<file path="src/rtl/discr_scaler_reader.sv">
// discr_scaler_reader: captures discriminator scaler period results into a small FIFO.
// Each entry is tagged with a sequence number and a saturation flag. Software reads it
// through a request/acknowledge port.
// Optional build macro DISCR_SCALER_RD_TIMESTAMP_EN adds a 32-bit cycle timestamp
// in the MSBs of every entry.

module discr_scaler_reader #(
    parameter int unsigned P_N_WIDTH    = 16,
    parameter int unsigned P_ADDR_WIDTH = 4,
    parameter int unsigned P_SEQ_WIDTH  = 8
) (
    input  logic                                  clk,
    input  logic                                  rst_n,
    input  logic                                  in_update,
    input  logic [P_N_WIDTH-1:0]                  in_count,
    input  logic                                  in_valid,
    input  logic                                  flush,
    input  logic                                  rd_req,
    output logic                                  rd_ack,
`ifdef DISCR_SCALER_RD_TIMESTAMP_EN
    output logic [32+P_SEQ_WIDTH+P_N_WIDTH:0]     rd_data,
`else
    output logic [P_SEQ_WIDTH+P_N_WIDTH:0]        rd_data,
`endif
    output logic                                  rd_err,
    output logic [P_ADDR_WIDTH:0]                 fill,
    output logic [15:0]                           drop_cnt
);

    localparam int unsigned DEPTH = 1 << P_ADDR_WIDTH;
`ifdef DISCR_SCALER_RD_TIMESTAMP_EN
    localparam int unsigned EW = 32 + P_SEQ_WIDTH + 1 + P_N_WIDTH;
`else
    localparam int unsigned EW = P_SEQ_WIDTH + 1 + P_N_WIDTH;
`endif

    logic [EW-1:0]           mem [DEPTH];
    logic [P_ADDR_WIDTH:0]   wr_ptr_q, rd_ptr_q;
    logic [P_SEQ_WIDTH-1:0]  seq_q;
    logic [15:0]             drop_cnt_q;
    logic                    rd_ack_q, rd_err_q;
    logic [EW-1:0]           rd_data_q;

    logic                    empty, full;
    logic                    pop, push, drop;
    logic [EW-1:0]           entry;

`ifdef DISCR_SCALER_RD_TIMESTAMP_EN
    logic [31:0]             ts_q;

    // Free-running cycle counter, wraps naturally at 2**32.
    always_ff @(posedge clk or negedge rst_n) begin
        if (!rst_n) begin
            ts_q <= '0;
        end else begin
            ts_q <= ts_q + 32'd1;
        end
    end

    assign entry = {ts_q, seq_q, ~in_valid, in_count};
`else
    assign entry = {seq_q, ~in_valid, in_count};
`endif

    // Extra pointer MSB distinguishes full from empty when the address bits match.
    assign empty = (wr_ptr_q == rd_ptr_q);
    assign full  = (wr_ptr_q[P_ADDR_WIDTH] != rd_ptr_q[P_ADDR_WIDTH]) &&
                   (wr_ptr_q[P_ADDR_WIDTH-1:0] == rd_ptr_q[P_ADDR_WIDTH-1:0]);

    // Flush wins over everything; a pop at full frees the slot for a same-cycle write.
    always_comb begin
        pop  = rd_req && !empty && !flush;
        push = in_update && !flush && (!full || pop);
        drop = in_update && !flush && full && !pop;
    end

    // FIFO storage; contents need no reset.
    always_ff @(posedge clk) begin
        if (push) begin
            mem[wr_ptr_q[P_ADDR_WIDTH-1:0]] <= entry;
        end
    end

    // Pointer management; flush clears both pointers.
    always_ff @(posedge clk or negedge rst_n) begin
        if (!rst_n) begin
            wr_ptr_q <= '0;
            rd_ptr_q <= '0;
        end else if (flush) begin
            wr_ptr_q <= '0;
            rd_ptr_q <= '0;
        end else begin
            if (push) begin
                wr_ptr_q <= wr_ptr_q + 1'b1;
            end
            if (pop) begin
                rd_ptr_q <= rd_ptr_q + 1'b1;
            end
        end
    end

    // Sequence number advances on every update, even dropped or flushed ones.
    always_ff @(posedge clk or negedge rst_n) begin
        if (!rst_n) begin
            seq_q <= '0;
        end else if (in_update) begin
            seq_q <= seq_q + 1'b1;
        end
    end

    // Saturating count of updates lost to a full FIFO; survives flush.
    always_ff @(posedge clk or negedge rst_n) begin
        if (!rst_n) begin
            drop_cnt_q <= '0;
        end else if (drop && (drop_cnt_q != 16'hFFFF)) begin
            drop_cnt_q <= drop_cnt_q + 16'd1;
        end
    end

    // Read response: every request is acked next cycle; empty or flushed requests error.
    always_ff @(posedge clk or negedge rst_n) begin
        if (!rst_n) begin
            rd_ack_q  <= 1'b0;
            rd_err_q  <= 1'b0;
            rd_data_q <= '0;
        end else begin
            rd_ack_q <= rd_req;
            rd_err_q <= rd_req && !pop;
            if (pop) begin
                rd_data_q <= mem[rd_ptr_q[P_ADDR_WIDTH-1:0]];
            end else if (rd_req) begin
                rd_data_q <= '0;
            end
        end
    end

    assign rd_ack   = rd_ack_q;
    assign rd_err   = rd_err_q;
    assign rd_data  = rd_data_q;
    assign fill     = wr_ptr_q - rd_ptr_q;
    assign drop_cnt = drop_cnt_q;

endmodule

</file>
<file path="config.mk">
export PLATFORM = sky130hd
export DESIGN_NAME = discr_scaler_reader
export DESIGN_NICKNAME = d
export VERILOG_FILES = /design/src/rtl/discr_scaler_reader.sv
export SDC_FILE = /design/constraint.sdc
export NUM_CORES = 1
export LEC_CHECK = 0
export CORE_AREA = 2 2 152 228
export DETAILED_ROUTE_END_ITERATION = 10
export DIE_AREA = 0 0 154 230
export GPL_TIMING_DRIVEN = 0
export PLACE_DENSITY = 0.82
export SYNTH_ARGS = -nofsm -noshare
export SYNTH_HDL_FRONTEND = slang
export SYNTH_SLANG_ARGS = --single-unit
</file>
<file path="constraint.sdc">
create_clock -name clk -period 3.7 [get_ports clk]
set_clock_uncertainty 0.2 [all_clocks]
set_input_delay 0.925 -clock clk [delete_from_list [all_inputs] [get_ports clk]]
set_output_delay 0.925 -clock clk [all_outputs]
set_load 0.03 [all_outputs]
</file>
==> impl_metrics.yaml <==
outcome:
  status: "completed"
placement:
  place.gp.congestion: 0.784
  dp_hpwl_um: 24100
  port_buffers: 68
worst_setup_path:
  cp_num_cells: 6
  crit_end: "fill[3]"
  crit_buf_inv: 2
  worstSetupEndpointType: "output port"
  r2r_slack_ps: 510
  cp.required_ps: 2570
  cp.arrival_ps: 2400
  reg2reg_to: "mem[11][21]"
  slowest_delay_ps: 480
  r2r-start: "rd_ptr_q[2]"
  worstSetupStartpoint: "rd_ptr_q[1]"
  cp-start-kind: "flip-flop"
  cp_top_family: "buffers and inverters"
  cp_max_fo: 7
  r2r_cells: 8
  cp_cell_sequence: "inv_1, ha_1, a21o_1, a21oi_1, xnor2_1, dlygate4sd2_1"
  crit_type: "flip-flop to output port"
  crit_path_top_delay_cell: "dfrtp_2"
floorplan:
  die_area_sq_mm: 0.0354
  initial_core_util_pct: 54.5
  rows: 82
  coreArea_sq_mm: 0.0333
  die_w_um: 154
  num_io_pins: 70
  fp.dieH_um: 230
drt:
  vias: 9578
  vias_per_cell: 6.16
  firstDrtPassIters: 7
  initialDrtViolationCount: 1088
  wl_per_cell_um: 25.7
  ant_nets: 0
  drt-total-wl_um: 39900
  route.detailed.drc: 0
synth:
  synthXorXnorAreaFrac_pct: 1.58
  yosys_warnings: 0
  synth.avg_cell_area_sq_um: 18.4
  synthCells: 989
  yosysSeqAreaShare_pct: 74.4
  synth-main-ff-cell: "edfxtp_1"
  synth_cell_type_count: 52
  synth_top_family_by_area: "multiplexers"
  synth-async-reset-ratio_pct: 13.2
  syn_area_sq_mm: 0.0182
  synthSimpleGateAreaFrac_pct: 3.81
  synth_compound_area_share_pct: 4.81
  synth.net_count: 1023
  muxShareOfSynthArea_pct: 12.3
  synth_edf_count: 400
  synthAdderAreaFrac_pct: 0.867
  yosys_register_bits: 461
cts:
  cts_tree: "done"
  root_buffer: "clkbuf_16"
  clk_pin_slew_worst_paths_ps: 60
  post_cts_buffers: 0
  cts_buffer_depth: 3
  cts-buffers-inserted: 42
  clock_sinks: 461
  clk_latency_ps: 550
  h-tree-depth: 2
power_and_ir_drop:
  power.density_mw_per_mm2: 583
  ir_worst_vdd_mv: 0.394
  p_total_mw: 12.1
  leakage_nw: 6.95
global_routing:
  grt_pass1_vias: 10197
  grt_max_degree: 35
  grt_usage_pct: 22.9
  antenna_found_initial: 0
  grt_pass1_wl_um: 60400
  overflow: 0
finish:
  multiInputGateArea_sq_mm: 0.00427
  register_area_sq_mm: 0.0135
  syn_to_final_growth_pct: 14.5
  drive_gt1_share_pct: 18.6
  final_core_util_pct: 62.5
  n_antenna_cell: 0
  fillers: 2204
  nets: 1137
min_path:
  hold_class: "input pin to async pin"
timing:
  fmax_ghz: 0.284
  relSlewSlack_pct: 34.1
  report.final.setup_viol: 0
  layout_min_cycle_time_ps: 3530
  finalCritPeriodShare_pct: 95.3
  slew_violations: 0
  hold_viol: 0
  rsz0062_at_grt: "false"
  worst_slew_pin_slew_ps: 986
run:
  drv_cap: 0
[synthesized netlist by cell type (8+ instances only)]
cell,count,share of area [%]
xnor2_1,16,0.77
a22oi_1,26,1.1
clkbuf_1,19,0.39
buf_2,12,0.33
nor2_1,37,0.76
o221ai_1,25,1.2
mux2_2,50,3.1
nand3_1,10,0.28
ha_1,11,0.76
mux2i_1,59,3.2
o21ai_0,26,0.72
nand2_1,16,0.33
and2_1,16,0.55
xor2_1,15,0.72
nand4_1,9,0.31
dfrtp_1,61,8.4
inv_1,39,0.80
mux4_2,48,5.9
edfxtp_1,400,66
o32ai_1,24,1.2
buf_4,8,0.33
[routing by layer]
| layer | vias up | share of wire, % | GRT usage, % | routed length (um) |
|---|---|---|---|---|
| met5 | - | 0 | 0 | 0 |
| met4 | 0 | 4.1 | 10.5 | 1620 |
| met3 | 101 | 6.2 | 3.35 | 2490 |
| met2 | 450 | 54 | 41.3 | 21400 |
| met1 | 4873 | 36 | 27.0 | 14500 |
| li1 | 4154 | - | - | - |
[flip-flops by register name, summed over array words and instances (netlist names)]
name      cells
mem         400
rd_data      25
drop_cnt     16
seq_q         8
rd_ptr_q      5
wr_ptr_q      5
rd_ack        1
rd_err        1
[worst min-delay path by stage]
| stage | startpoint | end | slack [ps] |
|---|---|---|---|
| CTS | rst_n | wr_ptr_q[3] | 130 |
| global placement | drop_cnt[10] | drop_cnt[10] | 300 |
| floorplan | wr_ptr_q[4] | wr_ptr_q[4] | 340 |
| detailed placement | drop_cnt[15] | drop_cnt[15] | 290 |
| finish | rst_n | drop_cnt[14] | 120 |
| global route | rst_n | drop_cnt[4] | 160 |
[layout by cell type (no fill, tap or decap), types with 26 or more instances in the layout]
master | Yosys | routed
clkdlybuf4s50_1 | 0 | 63
mux2i_1 | 59 | 59
inv_1 | 39 | 39
mux2_2 | 50 | 50
mux4_2 | 48 | 48
o21ai_0 | 26 | 26
edfxtp_1 | 400 | 400
clkbuf_16 | 0 | 44
dfrtp_1 | 61 | 60
nor2_1 | 37 | 36
clkbuf_1 | 19 | 29
a22oi_1 | 26 | 26
[through the flow]
step                setup slack [ps]  cell area, sq um  hold slack [ps]  TNS, ps  std cells
floorplan                        469             18200              342        0        989
global placement               -1170             19400              299  -252920       1477
detailed placement              -437             19400              292   -57040       1478
CTS                             16.6             20800              128        0       1555
global route                    97.1             20800              156        0       1556
finish                           174             20800              122        0       1556
[timing repair]
action | in CTS | in global routing
pin swaps | 0 | 0
resized for setup | 3 | 4
endpoints found under the setup margin | 3 | 3
hold buffers | 0 | 0
cloned | 0 | 0
[cells by family after synthesis]
kind of cell	count (synthesis)
compound gates	116
xor+xnor	32
simple gates	126
fa+ha+maj	12
mux	157
buf+inv	85
flops	461
[report_power, final]
| group | leakage, nW | switching, mW | internal (mW) | total, mW |
|---|---|---|---|---|
| logic | 1.81 | 0.893 | 0.741 | 1.63 |
| clock network | 0.663 | 1.84 | 2.46 | 4.29 |
| registers | 4.48 | 0.253 | 5.96 | 6.22 |
[final cells by class]
cell class,count,area share [%]
buffer,46,1.23
multi-input combinational,443,20.5
sequential,461,65.0
clock inverter,20,0.889
inverter,39,0.703
clock buffer,57,5.67
timing repair buffer,70,3.46
tap,420,2.52
Power figures use the tool's default switching activity.
